## src/rtl/step_count_sched_pkg.sv

```systemverilog
// Shared types and defaults for the step_count_sched shared stepping-counter scheduler.
package step_count_sched_pkg;

  typedef enum logic [1:0] {
    IDLE = 2'd0,
    RUN  = 2'd1,
    DONE = 2'd2
  } state_e;

  localparam int CW_DEF     = 4;
  localparam int PW_DEF     = 8;
  localparam int PERIOD_DEF = 1;

  localparam int REQ0 = 0;
  localparam int REQ1 = 1;

endpackage

```

## src/rtl/rr_arb2.sv

```systemverilog
// Two-way round-robin arbiter: on a collision the pointer side wins; advance moves
// the pointer to the requester that did not win.
module rr_arb2
  import step_count_sched_pkg::*;
(
  input  logic       clk,
  input  logic       rst_n,
  input  logic [1:0] req,
  input  logic       advance,
  output logic [1:0] gnt
);

  logic ptr;

  always_comb begin
    gnt = 2'b00;
    if (req[REQ0] && (!req[REQ1] || (ptr == 1'b0))) begin
      gnt = 2'b01;
    end else if (req[REQ1]) begin
      gnt = 2'b10;
    end
  end

  always_ff @(posedge clk or negedge rst_n) begin
    if (!rst_n) begin
      ptr <= 1'b0;
    end else if (advance && (|req)) begin
      ptr <= gnt[REQ0];
    end
  end

endmodule

```

## src/rtl/step_count_sched.sv

```systemverilog
// Round-robin scheduler owning a shared stepping counter; counts 0..target for the winner
// and pulses its done. Optional abort port pair enabled by STEP_COUNT_SCHED_ABORT_EN.
//
// Handshake: req is a level; the arbiter samples it only in IDLE. gnt stays high for the
// whole run, done pulses one cycle at the end, and req/tgt changes after grant are ignored.
module step_count_sched
  import step_count_sched_pkg::*;
#(
  parameter int PERIOD = PERIOD_DEF,
  parameter int CW     = CW_DEF,
  parameter int PW     = PW_DEF
) (
  input  logic          clk,
  input  logic          rst_n,
  input  logic [1:0]    req,
  input  logic [CW-1:0] tgt0,
  input  logic [CW-1:0] tgt1,
`ifdef STEP_COUNT_SCHED_ABORT_EN
  input  logic          abort,
`endif
  output logic [1:0]    gnt,
  output logic [1:0]    done,
  output logic [CW-1:0] value,
  output logic          busy,
`ifdef STEP_COUNT_SCHED_ABORT_EN
  output logic          aborted,
`endif
  output state_e        dbg_state
);

  state_e        state;
  logic [CW-1:0] tgt_lat;
  logic [PW-1:0] pcnt;
  logic [1:0]    arb_gnt;
  logic          advance;

  assign advance   = (state == IDLE);
  assign dbg_state = state;

  rr_arb2 u_arb (
    .clk     (clk),
    .rst_n   (rst_n),
    .req     (req),
    .advance (advance),
    .gnt     (arb_gnt)
  );

  always_ff @(posedge clk or negedge rst_n) begin
    if (!rst_n) begin
      state   <= IDLE;
      gnt     <= 2'b00;
      done    <= 2'b00;
      value   <= '0;
      busy    <= 1'b0;
      tgt_lat <= '0;
      pcnt    <= '0;
`ifdef STEP_COUNT_SCHED_ABORT_EN
      aborted <= 1'b0;
`endif
    end else begin
      case (state)
        IDLE: begin
          if (|req) begin
            gnt     <= arb_gnt;
            tgt_lat <= arb_gnt[REQ1] ? tgt1 : tgt0;
            value   <= '0;
            pcnt    <= '0;
            busy    <= 1'b1;
            state   <= RUN;
          end
        end
        RUN: begin
`ifdef STEP_COUNT_SCHED_ABORT_EN
          if (abort) begin
            done    <= gnt;
            aborted <= 1'b1;
            state   <= DONE;
          end else
`endif
          // Target check comes before the step so value never passes the target.
          if (value == tgt_lat) begin
            done  <= gnt;
            state <= DONE;
          end else if (pcnt == PW'(PERIOD - 1)) begin
            value <= value + 1'b1;
            pcnt  <= '0;
          end else begin
            pcnt <= pcnt + 1'b1;
          end
        end
        DONE: begin
          gnt   <= 2'b00;
          done  <= 2'b00;
          busy  <= 1'b0;
          state <= IDLE;
`ifdef STEP_COUNT_SCHED_ABORT_EN
          aborted <= 1'b0;
`endif
        end
        default: begin
          state <= IDLE;
        end
      endcase
    end
  end

endmodule
```

## config.mk

```make
export PLATFORM = sky130hd
export DESIGN_NAME = step_count_sched
export DESIGN_NICKNAME = d
export VERILOG_FILES = /design/src/rtl/step_count_sched_pkg.sv /design/src/rtl/rr_arb2.sv /design/src/rtl/step_count_sched.sv
export SDC_FILE = /design/constraint.sdc
export NUM_CORES = 1
export LEC_CHECK = 0
export ABC_AREA = 1
export ABC_CLOCK_PERIOD_IN_PS = 2800
export BUFFER_PORTS_ARGS = -buffer_cell sky130_fd_sc_hd__buf_2
export CAP_MARGIN = 20
export CORE_MARGIN = 1
export CORE_UTILIZATION = 60
export DETAILED_ROUTE_END_ITERATION = 8
export GPL_TIMING_DRIVEN = 0
export PLACE_DENSITY = 0.95
export SLEW_MARGIN = 20
export SYNTH_ARGS = -nofsm -noshare
export SYNTH_HDL_FRONTEND = slang
export SYNTH_SLANG_ARGS = --single-unit
```

## constraint.sdc

```tcl
create_clock -name clk -period 2.8 [get_ports clk]
set_input_delay 0.56 -clock clk [delete_from_list [all_inputs] [get_ports clk]]
set_output_delay 0.56 -clock clk [all_outputs]
set_load 0.1 [all_outputs]
```

; Yosys cells after proc, flatten, opt, wreduce, memory -nomap -nowiden
; Index checks and enable logic that the tools add are counted.
[classes]
n_addsub = 2
multipliers = 0
n_div = 0
magnitude_cmp = 0
n_eq_ne = 7
shift = 0
n_mux = 20
bitwise_logic = 1
reduce_logical = 16
[ops]
columns = op, count
row1 = 8-bit two-way mux, 3
row2 = 4-bit two-way mux, 4
row3 = 8-bit one-hot mux with 2 select lines, 1
row4 = 2-bit two-way mux, 6
row5 = 2-bit one-hot mux with 2 select lines, 3
row6 = 8-bit by 1-bit adder with 8-bit output (second input constant), 1
row7 = 8-bit logical NOT, 1
row8 = 2-bit inequality test (second input constant), 4
row9 = 4-bit one-hot mux with 2 select lines, 1
row10 = 2-bit AND reduction, 4
row11 = 2-bit nonzero test, 3
row12 = 4-bit by 1-bit adder with 4-bit output (second input constant), 1
row13 = 4-bit == test, 1
row14 = 4-bit AND reduction, 1
row15 = 3-bit AND reduction, 1
row16 = 2-bit by 1-bit == test with 1-bit output (second input constant), 1
row17 = 2-bit == test (second input constant), 1
row18 = 1-bit logical AND, 2
row19 = 2-bit logical NOT, 1
row20 = 1-bit one-hot mux with 2 select lines, 1
row21 = 2-bit OR reduction, 1
row22 = 1-bit logical NOT, 1
row23 = 1-bit logical OR, 1
row24 = 1-bit two-way mux, 1
row25 = 1-bit NOT, 1
[totals]
register_bits = 24
latch_bits = 0
ramBits = 0
rom_bits = 0
output_inout_bits = 11
wordCells = 54
n_memories = 0

; Logic depth before layout (Yosys ltp)
[logic_depth]
word_depth = 6
mapped_depth = 9

; Cells and area by module
; From an unflattened synthesis, not the netlist that was laid out.
[unflattened]
hier_cells = 194
hier_area_um2 = 1395.1
[by_module_without_submodules]
columns = module, instances, cells_each, area_per_inst_um2, seq_area_each_um2
row1 = step_count_sched, 1, 186, 1335.0, 575.6
row2 = rr_arb2, 1, 8, 60.1, 25.0

; Worst setup path before layout
; Ideal clock, no wire load.
[synth_path]
kind = register to register
from = register state[0], in the netlist dbg_state[0]
to = register value[2]
setup_ns = 0.123
t_arrival_ns = 1.809
setup_slack_ns = 0.868
stages_incl_launch_ff = 8
n_path_buf = 0
path_cell_list = dfrtp_1 nand2_2 inv_8 nand3_1 nand2_2 nand2_2 nand2_1 nand2_1
[synth_between]
elab_chain_cells = 3
word_cells_on_any_way = 8
[synth_rtl]
columns = element, line
row1 = start: declaration, step_count_sched.sv:31  ; state_e state;
row2 = start signal: assignment, step_count_sched.sv:50  ; state <= IDLE;
row3 = start signal: assignment, step_count_sched.sv:69  ; state <= RUN;
row4 = start signal: assignment, step_count_sched.sv:83  ; state <= DONE;
row5 = 2-bit by 1-bit == test with 1-bit output or 2-bit logical NOT (tied branches), step_count_sched.sv:61  ; case (state)
row6 = 2-bit inequality test (no line) or 2-bit nonzero test (tied branches), n/a
row7 = 4-bit AND reduction (no line), n/a
row8 = end signal: assignment, step_count_sched.sv:85  ; value <= value + 1'b1;
row9 = end: declaration, step_count_sched.sv:23  ; output logic [CW-1:0] value,
; Several ways; a longest one is shown, not always the timed one.
; A chain may end at the register's enable or synchronous reset.

; Worst setup path after layout
[layout_path]
from = register value[2]
to = output value[2]
; No word-level cell between the ends.

==> impl_metrics.json <==
{
  "yosysTopAreaCellShare_pct": 41.5,
  "layout_common_cells": "nand2_1, dfrtp_1, inv_1, nand3_1, buf_2",
  "cts_buffers": 3,
  "grt_pass1_vias": 1111,
  "mostFrequentLayoutCell": "nand2_1",
  "ctsResizeCount": 0,
  "hold_viol": 0,
  "critPathBufInv": 1,
  "synth_edf_count": 0,
  "post_cts_buffers": 0,
  "async_flop_share_pct": 100,
  "cts_tree": "yes",
  "critPathCaptureType": "output port",
  "n_fill_cell": 185,
  "wire_per_inst_um": 11.9,
  "cpMaxStageDelayCell": "dfrtp_1",
  "num_vias": 1288,
  "place_congestion": 0.827,
  "fin_util_pct": 73.7,
  "p_seq_share_pct": 26.3,
  "maxCapViolations": 0,
  "path_depth": 1,
  "yosysWarnings": 0,
  "seq_area_um2": 601,
  "drc": 0,
  "rows": 17,
  "numPortBuffers": 22,
  "p_int_mw": 0.933,
  "cp_cell_sequence": "buf_2",
  "multi_input_area_um2": 717,
  "switchingPower_mw": 1.24,
  "clkLatencyLatePin_ns": 0.32,
  "swShare_pct": 57.0,
  "tightest_slew_ns": 0.530,
  "firstDrtPassIters": 6,
  "leakage_nw": 0.866,
  "critPathMaxFanout": 8,
  "crit_arrival_ns": 1.30,
  "cpLargestDelayFamily": "flip-flops",
  "clock-sinks": 24,
  "relSlewSlack_pct": 64.6,
  "synth_flop_cell": "dfrtp_1",
  "hpwl_um": 2120,
  "area_growth_pct": 13.7,
  "rsz0062_at_grt": "no",
  "p_per_area_mw_per_mm2": 1320,
  "dieHeight_um": 51.1,
  "ctsHoldBuffers": 0,
  "synth-seq-area-share_pct": 41.5,
  "r2r_setup_slack_ns": 1.35,
  "ir_worst_vdd_v": 0.00134,
  "routed_wl_um": 2920,
  "syn_area_mm2": 0.00145,
  "startpoint_type": "register",
  "holdCritPathClass": "in -> async",
  "ys_top_cells_by_area": "dfrtp_1, nand2_1, nand3_1",
  "setup_viol": 0,
  "drive_above_1_share_pct": 20.7,
  "max-clock-path-buffers": 2,
  "coreArea_mm2": 0.00223,
  "status": "completed",
  "synth_nets": 206,
  "worstSetupPathType": "reg -> out",
  "syn-mean-instance-area_um2": 7.58,
  "viasPerCell": 5.26,
  "clock-skew-final_ns": 0.00751,
  "crit_path_max_incr_delay_ns": 0.51,
  "ant_nets": 0,
  "fp.dieW_um": 51.1,
  "r2r_cells": 9,
  "antenna_cells": 0,
  "clock.fmax_mhz": 537,
  "synth_cell_types": 24,
  "yosys.area.top_type": "dfrtp_1",
  "dieArea_mm2": 0.00261,
  "htree_levels": 1,
  "start_util_pct": 64.8,
  "antenna_found_initial": 0,
  "clkTransAtPathRegs_ns": 0.13,
  "grt_pass1_wl_um": 4860,
  "clkPwrFrac_pct": 11.6,
  "cts_root_buf": "clkbuf_4",
  "slew_viol_final": 0,
  "track_usage_pct": 25.4,
  "final.setup.tns_ns": 0,
  "combinationalPowerShare_pct": 62.1,
  "period_needed_ns": 1.86,
  "ys_ff_latch": 24,
  "finalCritPeriodShare_pct": 66.5,
  "nets": 233,
  "grt_max_degree": 25,
  "syn_inst": 191,
  "cp.required_ns": 2.24,
  "drt_iter0_markers": 44,
  "io_pins": 23,
  "gr-total-overflow": 0
}
[layer usage]
layer | wire length, um | GRT usage, % | vias to the layer above | share of wire [%]
li1 | - | - | 663 | -
met4 | 85 | 8.33 | 0 | 2.9
met3 | 141 | 4.17 | 10 | 4.8
met1 | 1330 | 33.3 | 577 | 45
met2 | 1370 | 42.5 | 38 | 47
met5 | 0 | 0 | - | 0
[power by group through the flow]
| stage | Combinational (mW) | Sequential, mW | Clock [mW] |
|---|---|---|---|
| after floorplan | 0.685 | 1.00 | 0 |
| after CTS | 1.35 | 0.571 | 0.259 |
| after detailed placement | 1.35 | 0.576 | 0 |
| after global routing | 1.44 | 0.590 | 0.266 |
| after global placement | 1.32 | 0.572 | 0 |
| final | 1.35 | 0.572 | 0.251 |
[stage by stage]
| stage | total power, mW | area (um2) | hold slack [ns] | instances | worst slack [ns] |
|---|---|---|---|---|---|
| after floorplan | 1.69 | 1450 | 0.264 | 191 | 0.868 |
| after global placement | 1.89 | 1590 | 0.452 | 241 | 1.31 |
| after detailed placement | 1.92 | 1590 | 0.460 | 241 | 1.29 |
| after CTS | 2.18 | 1650 | 0.209 | 245 | 0.924 |
| after global routing | 2.30 | 1650 | 0.241 | 245 | 0.880 |
| final | 2.17 | 1650 | 0.195 | 245 | 0.938 |
[synth_stat cells, types with 3 or more instances]
master   number
nand2_1      56
dfrtp_1      24
inv_1        23
nand3_1      23
nor2_1       15
o21ai_0      13
a21oi_1       7
nand2_2       7
ha_1          3
[path summary, 6_finish.rpt]
check | start | to
hold reg to reg | busy$_DFFE_PN0P_ | busy$_DFFE_PN0P_
setup / recovery | value[2]$_DFFE_PN0P_ | value[2]
hold / removal | rst_n | value[1]$_DFFE_PN0P_
max in group asynchronous | rst_n | pcnt[6]$_DFFE_PN0P_
setup reg to reg | pcnt[0]$_DFFE_PN0P_ | value[2]$_DFFE_PN0P_
min in group clk | busy$_DFFE_PN0P_ | busy$_DFFE_PN0P_
[cell type report]
cell class                      instances  share of cell area (%)
Timing Repair Buffer                   22                    6.69
Multi-Input combinational cell        139                    43.6
Clock inverter                          1                    1.83
Clock buffer                            3                    1.37
Tap cell                               28                    2.13
Inverter                               26                    6.39
Sequential cell                        24                    36.5
Buffer                                  2                    1.52
[state kept, by name, indices dropped and copies added, names as in the netlist]
| register | flops |
|---|---|
| busy | 1 |
| tgt_lat | 4 |
| u_arb.ptr | 1 |
| value | 4 |
| done | 2 |
| pcnt | 8 |
| dbg_state | 2 |
| gnt | 2 |
[cell families after synthesis]
kind of cell / count (synthesis) / share of synthesized area [%]
AND/OR/NAND/NOR: 113 / 38.3
buffers and inverters: 28 / 8.99
flip-flops: 24 / 41.5
AO/OA/AOI/OAI: 22 / 8.04
adder cells (fa/ha/maj): 3 / 2.59
XOR/XNOR: 1 / 0.605
Power figures use the tool's default switching activity.
